$ cat config.mk
export PLATFORM = sky130hd
export DESIGN_NAME = data_cache_flat
export DESIGN_NICKNAME = d
export VERILOG_FILES = /design/src/rtl/cache_pkg.sv /design/src/rtl/data_cache_if.sv /design/src/rtl/dcache_ctrl.sv /design/src/rtl/data_cache.sv /design/src/flat_wrapper.sv
export SDC_FILE = /design/constraint.sdc
export NUM_CORES = 1
export LEC_CHECK = 0
export ABC_AREA = 1
export BUFFER_PORTS_ARGS = -buffer_cell sky130_fd_sc_hd__buf_2
export CAP_MARGIN = 20
export CORE_MARGIN = 5
export CORE_UTILIZATION = 50
export DETAILED_ROUTE_END_ITERATION = 10
export GPL_TIMING_DRIVEN = 0
export PLACE_DENSITY = 0.67
export SLEW_MARGIN = 20
export SYNTH_ARGS = -nofsm -noshare
export SYNTH_HDL_FRONTEND = slang
export SYNTH_SLANG_ARGS = --single-unit
$ cat constraint.sdc
create_clock -name CLK -period 5.5 [get_ports CLK]
set_clock_uncertainty 0.05 [all_clocks]
set_input_delay 0.55 -clock CLK [delete_from_list [all_inputs] [get_ports CLK]]
set_output_delay 0.55 -clock CLK [all_outputs]
set_load 0.05 [all_outputs]
$ cat src/rtl/cache_pkg.sv
// Shared widths, FSM state encoding and byte helpers for the direct-mapped data cache.
package cache_pkg;

    localparam int unsigned NUM_BLOCKS  = 8;
    localparam int unsigned BLOCK_BYTES = 4;
    localparam int unsigned ADDR_W      = 8;
    localparam int unsigned IDX_W       = 3;
    localparam int unsigned OFF_W       = 2;
    localparam int unsigned TAG_W       = ADDR_W - IDX_W - OFF_W;
    localparam int unsigned LINE_W      = BLOCK_BYTES * 8;
    localparam int unsigned BLK_ADDR_W  = TAG_W + IDX_W;

    typedef enum logic [1:0] {
        IDLE  = 2'd0,
        WBACK = 2'd1,
        FETCH = 2'd2,
        ALLOC = 2'd3
    } state_t;

    function automatic logic [7:0] get_byte(input logic [LINE_W-1:0] line,
                                            input logic [OFF_W-1:0]  off);
        return line[off*8 +: 8];
    endfunction

    function automatic logic [LINE_W-1:0] merge_byte(input logic [LINE_W-1:0] line,
                                                     input logic [OFF_W-1:0]  off,
                                                     input logic [7:0]        data);
        logic [LINE_W-1:0] res;
        res = line;
        res[off*8 +: 8] = data;
        return res;
    endfunction

endpackage

$ cat src/rtl/data_cache_if.sv
// CPU-side and memory-side signals of the data cache; slave = cache view, master = environment view.
interface data_cache_if;
    import cache_pkg::*;

    logic                  READ;
    logic                  WRITE;
    logic [ADDR_W-1:0]     ADDRESS;
    logic [7:0]            WRITEDATA;
    logic [7:0]            READDATA;
    logic                  BUSYWAIT;
    logic                  MEM_READ;
    logic                  MEM_WRITE;
    logic [BLK_ADDR_W-1:0] MEM_ADDRESS;
    logic [LINE_W-1:0]     MEM_WRITEDATA;
    logic [LINE_W-1:0]     MEM_READDATA;
    logic                  MEM_BUSYWAIT;

    modport slave (
        input  READ, WRITE, ADDRESS, WRITEDATA, MEM_READDATA, MEM_BUSYWAIT,
        output READDATA, BUSYWAIT, MEM_READ, MEM_WRITE, MEM_ADDRESS, MEM_WRITEDATA
    );

    modport master (
        output READ, WRITE, ADDRESS, WRITEDATA, MEM_READDATA, MEM_BUSYWAIT,
        input  READDATA, BUSYWAIT, MEM_READ, MEM_WRITE, MEM_ADDRESS, MEM_WRITEDATA
    );

endinterface

$ cat src/rtl/dcache_ctrl.sv
// Miss-handling FSM: optional writeback of the victim line, block fetch, then line allocation.
module dcache_ctrl
    import cache_pkg::*;
(
    input  logic                  clk,
    input  logic                  rst,
    input  logic                  miss,
    input  logic                  victim_dirty,
    input  logic [TAG_W-1:0]      victim_tag,
    input  logic [LINE_W-1:0]     victim_line,
    input  logic [BLK_ADDR_W-1:0] req_blk,
    input  logic                  mem_busywait,
    input  logic [LINE_W-1:0]     mem_readdata,
    output logic                  mem_read,
    output logic                  mem_write,
    output logic [BLK_ADDR_W-1:0] mem_address,
    output logic [LINE_W-1:0]     mem_writedata,
    output logic                  idle,
    output logic                  alloc_en,
    output logic [IDX_W-1:0]      alloc_idx,
    output logic [TAG_W-1:0]      alloc_tag,
    output logic [LINE_W-1:0]     alloc_data
);

    state_t                state_q, state_d;
    logic [BLK_ADDR_W-1:0] blk_q, blk_d;
    logic [LINE_W-1:0]     fill_q, fill_d;
    logic                  mem_read_q, mem_read_d;
    logic                  mem_write_q, mem_write_d;
    logic [BLK_ADDR_W-1:0] mem_address_q, mem_address_d;
    logic [LINE_W-1:0]     mem_writedata_q, mem_writedata_d;

    always_comb begin
        state_d         = state_q;
        blk_d           = blk_q;
        fill_d          = fill_q;
        mem_read_d      = mem_read_q;
        mem_write_d     = mem_write_q;
        mem_address_d   = mem_address_q;
        mem_writedata_d = mem_writedata_q;
        unique case (state_q)
            IDLE: begin
                if (miss) begin
                    // The missing block address is latched so the fill targets it even if ADDRESS moves.
                    blk_d = req_blk;
                    if (victim_dirty) begin
                        state_d         = WBACK;
                        mem_write_d     = 1'b1;
                        mem_address_d   = {victim_tag, req_blk[IDX_W-1:0]};
                        mem_writedata_d = victim_line;
                    end else begin
                        state_d       = FETCH;
                        mem_read_d    = 1'b1;
                        mem_address_d = req_blk;
                    end
                end
            end
            WBACK: begin
                if (!mem_busywait) begin
                    state_d       = FETCH;
                    mem_write_d   = 1'b0;
                    mem_read_d    = 1'b1;
                    mem_address_d = blk_q;
                end
            end
            FETCH: begin
                if (!mem_busywait) begin
                    state_d    = ALLOC;
                    mem_read_d = 1'b0;
                    fill_d     = mem_readdata;
                end
            end
            ALLOC: begin
                state_d = IDLE;
            end
            default: begin
                state_d = IDLE;
            end
        endcase
    end

    always_ff @(posedge clk) begin
        if (rst) begin
            state_q         <= IDLE;
            blk_q           <= '0;
            fill_q          <= '0;
            mem_read_q      <= 1'b0;
            mem_write_q     <= 1'b0;
            mem_address_q   <= '0;
            mem_writedata_q <= '0;
        end else begin
            state_q         <= state_d;
            blk_q           <= blk_d;
            fill_q          <= fill_d;
            mem_read_q      <= mem_read_d;
            mem_write_q     <= mem_write_d;
            mem_address_q   <= mem_address_d;
            mem_writedata_q <= mem_writedata_d;
        end
    end

    assign mem_read      = mem_read_q;
    assign mem_write     = mem_write_q;
    assign mem_address   = mem_address_q;
    assign mem_writedata = mem_writedata_q;
    assign idle          = (state_q == IDLE);
    assign alloc_en      = (state_q == ALLOC);
    assign alloc_idx     = blk_q[IDX_W-1:0];
    assign alloc_tag     = blk_q[BLK_ADDR_W-1:IDX_W];
    assign alloc_data    = fill_q;

endmodule

$ cat src/rtl/data_cache.sv
// Direct-mapped write-back, write-allocate byte cache: line arrays, hit detection and byte access.
module data_cache
    import cache_pkg::*;
(
    input  logic         CLK,
    input  logic         RESET,
    data_cache_if.slave  bus
);

    logic [LINE_W-1:0]     data_q [NUM_BLOCKS];
    logic [LINE_W-1:0]     data_d [NUM_BLOCKS];
    logic [TAG_W-1:0]      tag_q  [NUM_BLOCKS];
    logic [TAG_W-1:0]      tag_d  [NUM_BLOCKS];
    logic [NUM_BLOCKS-1:0] valid_q, valid_d;
    logic [NUM_BLOCKS-1:0] dirty_q, dirty_d;
    logic [7:0]            readdata_q, readdata_d;

    logic [TAG_W-1:0] a_tag;
    logic [IDX_W-1:0] a_idx;
    logic [OFF_W-1:0] a_off;
    logic             req, hit, idle, acc_hit, rd_hit, wr_hit, miss;
    logic [7:0]       sel_byte;
    logic             alloc_en;
    logic [IDX_W-1:0] alloc_idx;
    logic [TAG_W-1:0] alloc_tag;
    logic [LINE_W-1:0] alloc_data;

    assign a_tag = bus.ADDRESS[ADDR_W-1:IDX_W+OFF_W];
    assign a_idx = bus.ADDRESS[IDX_W+OFF_W-1:OFF_W];
    assign a_off = bus.ADDRESS[OFF_W-1:0];

    assign req      = bus.READ | bus.WRITE;
    assign hit      = valid_q[a_idx] && (tag_q[a_idx] == a_tag);
    assign acc_hit  = idle && hit;
    // READ wins when both strobes are high.
    assign rd_hit   = acc_hit && bus.READ;
    assign wr_hit   = acc_hit && bus.WRITE && !bus.READ;
    assign miss     = req && idle && !hit;
    assign sel_byte = get_byte(data_q[a_idx], a_off);

    assign bus.BUSYWAIT = req && !acc_hit;
    assign bus.READDATA = rd_hit ? sel_byte : readdata_q;

    dcache_ctrl u_ctrl (
        .clk          (CLK),
        .rst          (RESET),
        .miss         (miss),
        .victim_dirty (dirty_q[a_idx]),
        .victim_tag   (tag_q[a_idx]),
        .victim_line  (data_q[a_idx]),
        .req_blk      (bus.ADDRESS[ADDR_W-1:OFF_W]),
        .mem_busywait (bus.MEM_BUSYWAIT),
        .mem_readdata (bus.MEM_READDATA),
        .mem_read     (bus.MEM_READ),
        .mem_write    (bus.MEM_WRITE),
        .mem_address  (bus.MEM_ADDRESS),
        .mem_writedata(bus.MEM_WRITEDATA),
        .idle         (idle),
        .alloc_en     (alloc_en),
        .alloc_idx    (alloc_idx),
        .alloc_tag    (alloc_tag),
        .alloc_data   (alloc_data)
    );

    always_comb begin
        data_d     = data_q;
        tag_d      = tag_q;
        valid_d    = valid_q;
        dirty_d    = dirty_q;
        readdata_d = rd_hit ? sel_byte : readdata_q;
        if (wr_hit) begin
            data_d[a_idx]  = merge_byte(data_q[a_idx], a_off, bus.WRITEDATA);
            dirty_d[a_idx] = 1'b1;
        end
        if (alloc_en) begin
            data_d[alloc_idx]  = alloc_data;
            tag_d[alloc_idx]   = alloc_tag;
            valid_d[alloc_idx] = 1'b1;
            dirty_d[alloc_idx] = 1'b0;
        end
    end

    always_ff @(posedge CLK) begin
        if (RESET) begin
            valid_q    <= '0;
            dirty_q    <= '0;
            readdata_q <= '0;
        end else begin
            valid_q    <= valid_d;
            dirty_q    <= dirty_d;
            readdata_q <= readdata_d;
        end
    end

    // Line storage is deliberately not reset; valid bits alone guard it.
    always_ff @(posedge CLK) begin
        data_q <= data_d;
        tag_q  <= tag_d;
    end

endmodule
$ cat src/flat_wrapper.sv
// flat-port wrapper written by rule: the top's interface ports become plain ports
module data_cache_flat import cache_pkg::*;
  (CLK, RESET, bus_READ, bus_WRITE, bus_ADDRESS, bus_WRITEDATA, bus_MEM_READDATA, bus_MEM_BUSYWAIT, bus_READDATA, bus_BUSYWAIT, bus_MEM_READ, bus_MEM_WRITE, bus_MEM_ADDRESS, bus_MEM_WRITEDATA);
  data_cache_if bus_i ();
  input  logic CLK;
  input  logic RESET;
  input wire logic [$bits(bus_i.READ)-1:0] bus_READ;
  input wire logic [$bits(bus_i.WRITE)-1:0] bus_WRITE;
  input wire logic [$bits(bus_i.ADDRESS)-1:0] bus_ADDRESS;
  input wire logic [$bits(bus_i.WRITEDATA)-1:0] bus_WRITEDATA;
  input wire logic [$bits(bus_i.MEM_READDATA)-1:0] bus_MEM_READDATA;
  input wire logic [$bits(bus_i.MEM_BUSYWAIT)-1:0] bus_MEM_BUSYWAIT;
  output wire logic [$bits(bus_i.READDATA)-1:0] bus_READDATA;
  output wire logic [$bits(bus_i.BUSYWAIT)-1:0] bus_BUSYWAIT;
  output wire logic [$bits(bus_i.MEM_READ)-1:0] bus_MEM_READ;
  output wire logic [$bits(bus_i.MEM_WRITE)-1:0] bus_MEM_WRITE;
  output wire logic [$bits(bus_i.MEM_ADDRESS)-1:0] bus_MEM_ADDRESS;
  output wire logic [$bits(bus_i.MEM_WRITEDATA)-1:0] bus_MEM_WRITEDATA;
  assign bus_i.READ = bus_READ;
  assign bus_i.WRITE = bus_WRITE;
  assign bus_i.ADDRESS = bus_ADDRESS;
  assign bus_i.WRITEDATA = bus_WRITEDATA;
  assign bus_i.MEM_READDATA = bus_MEM_READDATA;
  assign bus_i.MEM_BUSYWAIT = bus_MEM_BUSYWAIT;
  assign bus_READDATA = bus_i.READDATA;
  assign bus_BUSYWAIT = bus_i.BUSYWAIT;
  assign bus_MEM_READ = bus_i.MEM_READ;
  assign bus_MEM_WRITE = bus_i.MEM_WRITE;
  assign bus_MEM_ADDRESS = bus_i.MEM_ADDRESS;
  assign bus_MEM_WRITEDATA = bus_i.MEM_WRITEDATA;
  data_cache u_core (.CLK(CLK), .RESET(RESET), .bus(bus_i));
endmodule
==> out/metrics.cfg <==
[yosys]
postSynthCellCount=3897
syn-num-nets=3959
synth_compound_area_share_pct=11.8
synthSimpleGateAreaFrac_pct=41.6
ys_warn_count=0
synthXorXnorAreaFrac_pct=0
synthAdderAreaFrac_pct=0.490
synth_cell_type_count=28
synth_top_area_share_pct=31.4
synthMuxAreaShare_pct=0
netlist_area_sq_um=23000
yosys-top-cells-area=dfxtp_1, nand2_1, nand3_1
yosysTopAreaCell=dfxtp_1
ys_ff_latch=384
avgSynthCellArea_sq_um=5.89
ys_seq_area_share_pct=34.5
synth_top_family_by_area=simple AND/OR/NAND/NOR gates

[sta]
max_freq_mhz=221
worst_slew_margin_rel_pct=22.7
worst_pin_slew_ns=1.15
layout_min_cycle_time_ns=4.51
rsz0062_at_grt=no
fin_setup_tns_ns=0
report.final.setup_viol=0
fin_crit_sh_pct=82.1
finalHoldViolCount=0
finalMaxSlewViolations=0

[grt]
grt_pass1_vias=23100
grt_max_degree=13
grt_pass1_wl_mm=144
grt.total_usage_pct=37.6
antenna_found_initial=2
overflow=0

[power_and_ir_drop]
switching_share_pct=40.5
p_int_w=0.00689
ir_worst_vdd_mv=0.327
leakage_nw=14.4
seqPwrFrac_pct=39.2
pwr_density_cell_nw_per_um2=449
pwr-share-clk_pct=28.3
combPwrFrac_pct=32.5
p_sw_w=0.00468

[layout]
layout-drive-gt1-share_pct=7.94
final_cell_mix=nand2_1, nand3_1, dfxtp_1
final_common_cell=nand2_1
area_delta_synth_final_pct=12.4
fillers=4836
fin_cells=4681
layout.nets=4106

[cts]
cts_hold_repair.buffers=0
cts.repair.resized=0
clkSinkCount=384
cts_made_buffers=46
clk_pin_slew_worst_paths_ns=0.06
cts_tree=done
clock_latency_ns=0.60
htreeDepth=2
cts_buffer_depth=3
root_buffer=clkbuf_16
postCtsSetupRepairBufs=0

[critical_path]
cpPeakStageDelay_ns=0.88
crit_start=bus_ADDRESS[3]
cp_common_cell=nand2_1
critPathLaunchType=input port
reg2reg_from=u_core.data_q[76]$_DFF_P_
crit_family=buffers and inverters
crit_slowest_cell=buf_1
path_cells=buf_2 -> inv_2 -> clkbuf_1 -> buf_1 -> a21oi_1 -> o21ai_0 -> nand2_1 -> inv_1 -> nand2_1 -> o211ai_1 -> o21ai_0 -> nand2_1 -> nand2_1 -> buf_2
crit_type=in -> out
endpoint_kind=output pin
crit_fanout=11
cp_num_buf_inv=6
required_ns=4.90
arrival_ns=3.91

[floorplan]
start_util_pct=50.6
chipHeight_microns=224
coreArea_sq_um=45400
die_area_sq_um=50300
fp.dieW_microns=224
rows=78
ios=102

[routing]
met3_wirelength_mm=12.4
vias_per_cell=5.58
postRouteAntennaNets=0
drt_iter0_drc=3681
met2_wirelength_mm=42.3
wire_per_inst_microns=21.1
met1_length_mm=38.7
first_pass_iters=8
dr_total_vias=26100
drcViolationCount=0
drt-total-wl_mm=98.8
highest_layer=met4

[hold_path]
worstHoldStart=bus_MEM_READDATA[6]
hold_class=in -> reg

[placed_design]
portBuffers=99
placed_cells=4596
hpwl_mm=76.2
gp_congestion=1.03

[job]
drv_cap=0

[status]
status=finished, final reports clean

cell usage after synthesis (all sizes together):
| master | n |
|---|---|
| a21oi | 106 |
| a22oi | 4 |
| buf | 151 |
| clkbuf | 117 |
| clkinv | 7 |
| dfxtp | 360 |
| edfxtp | 24 |
| ha | 9 |
| inv | 356 |
| nand2 | 1574 |
| nand3 | 554 |
| nand3b | 5 |
| nand4 | 3 |
| nor2 | 203 |
| nor3 | 3 |
| o211ai | 10 |
| o21a | 3 |
| o21ai | 404 |
| o22ai | 4 |
registers in the layout (all words and copies together), names as in the netlist:
register                     count
u_core.u_ctrl.mem_writedata     32
u_core.u_ctrl.alloc_data        32
u_core.u_ctrl.mem_read           1
u_core.tag_q                    24
u_core.data_q                  256
u_core.u_ctrl.state_q            2
u_core.dirty_q                   8
u_core.u_ctrl.mem_address        6
u_core.u_ctrl.blk_q              6
u_core.readdata_q                8
u_core.u_ctrl.mem_write          1
u_core.valid_q                   8
layout make-up:
class	instances	area, sq um	share of cell area, %
Antenna cell	1	2.50	0.00970
Sequential cell	384	7930	30.7
Timing Repair Buffer	99	495	1.92
Inverter	363	1360	5.28
Tap cell	600	751	2.91
Buffer	268	1300	5.05
Clock inverter	18	216	0.839
Clock buffer	66	1370	5.31
Multi-Input combinational cell	2882	12400	48.0
stage by stage:
stage / instance area [sq um] / power [W] / worst slack [ns] / hold WS (ns) / util (%)
detailed placement: 24200 / 0.00816 / 1.20 / 0.401 / 53.3
global placement: 24200 / 0.00810 / 1.22 / 0.397 / 53.3
finish: 25800 / 0.0116 / 0.985 / 0.119 / 56.9
floorplan: 23000 / 0.00698 / 2.51 / 0.382 / -
CTS: 25800 / 0.0114 / 1.20 / 0.105 / 56.8
global route: 25800 / 0.0123 / 0.945 / 0.125 / 56.8
per-layer routing:
metal,global-route usage (%),vias to the layer above
li1,-,12600
met1,49.5,11600
met2,58.7,1665
met3,8.55,273
met4,17.8,0
met5,0,-
power by group through the flow:
stage / Sequential [W] / Combinational (W) / Clock (W)
floorplan: 0.00450 / 0.00248 / 0
global placement: 0.00452 / 0.00358 / 0
detailed placement: 0.00453 / 0.00363 / 0
CTS: 0.00448 / 0.00365 / 0.00328
global route: 0.00462 / 0.00424 / 0.00340
finish: 0.00454 / 0.00376 / 0.00328
tightest hold or removal path: cells and delay by family:
family | cells | cell delay, ns
AND/OR/NAND/NOR | 2 | 0.11
buffers and inverters | 1 | 0.07
kinds of logic (layout without fill, tap and decap cells):
| kind of cell | Yosys count | in the layout |
|---|---|---|
| compound gates | 531 | 531 |
| fa+ha+maj | 9 | 9 |
| buf+inv | 631 | 814 |
| flops | 384 | 384 |
| other cells | 0 | 1 |
| simple gates | 2342 | 2342 |
path summary, 6_finish.rpt:
kind / to / slack, ns / depth (start not counted)
setup reg to reg: u_core.data_q[236]$_DFF_P_ / 2.81 / 14
hold reg to reg: u_core.valid_q[0]$_SDFFE_PP0P_ / 0.42 / 2
hold / removal: u_core.u_ctrl.alloc_data[6]$_SDFFE_PP0P_ / 0.12 / 3
setup / recovery: bus_READDATA[5] / 0.99 / 14
(Power assumes the default switching activity.)
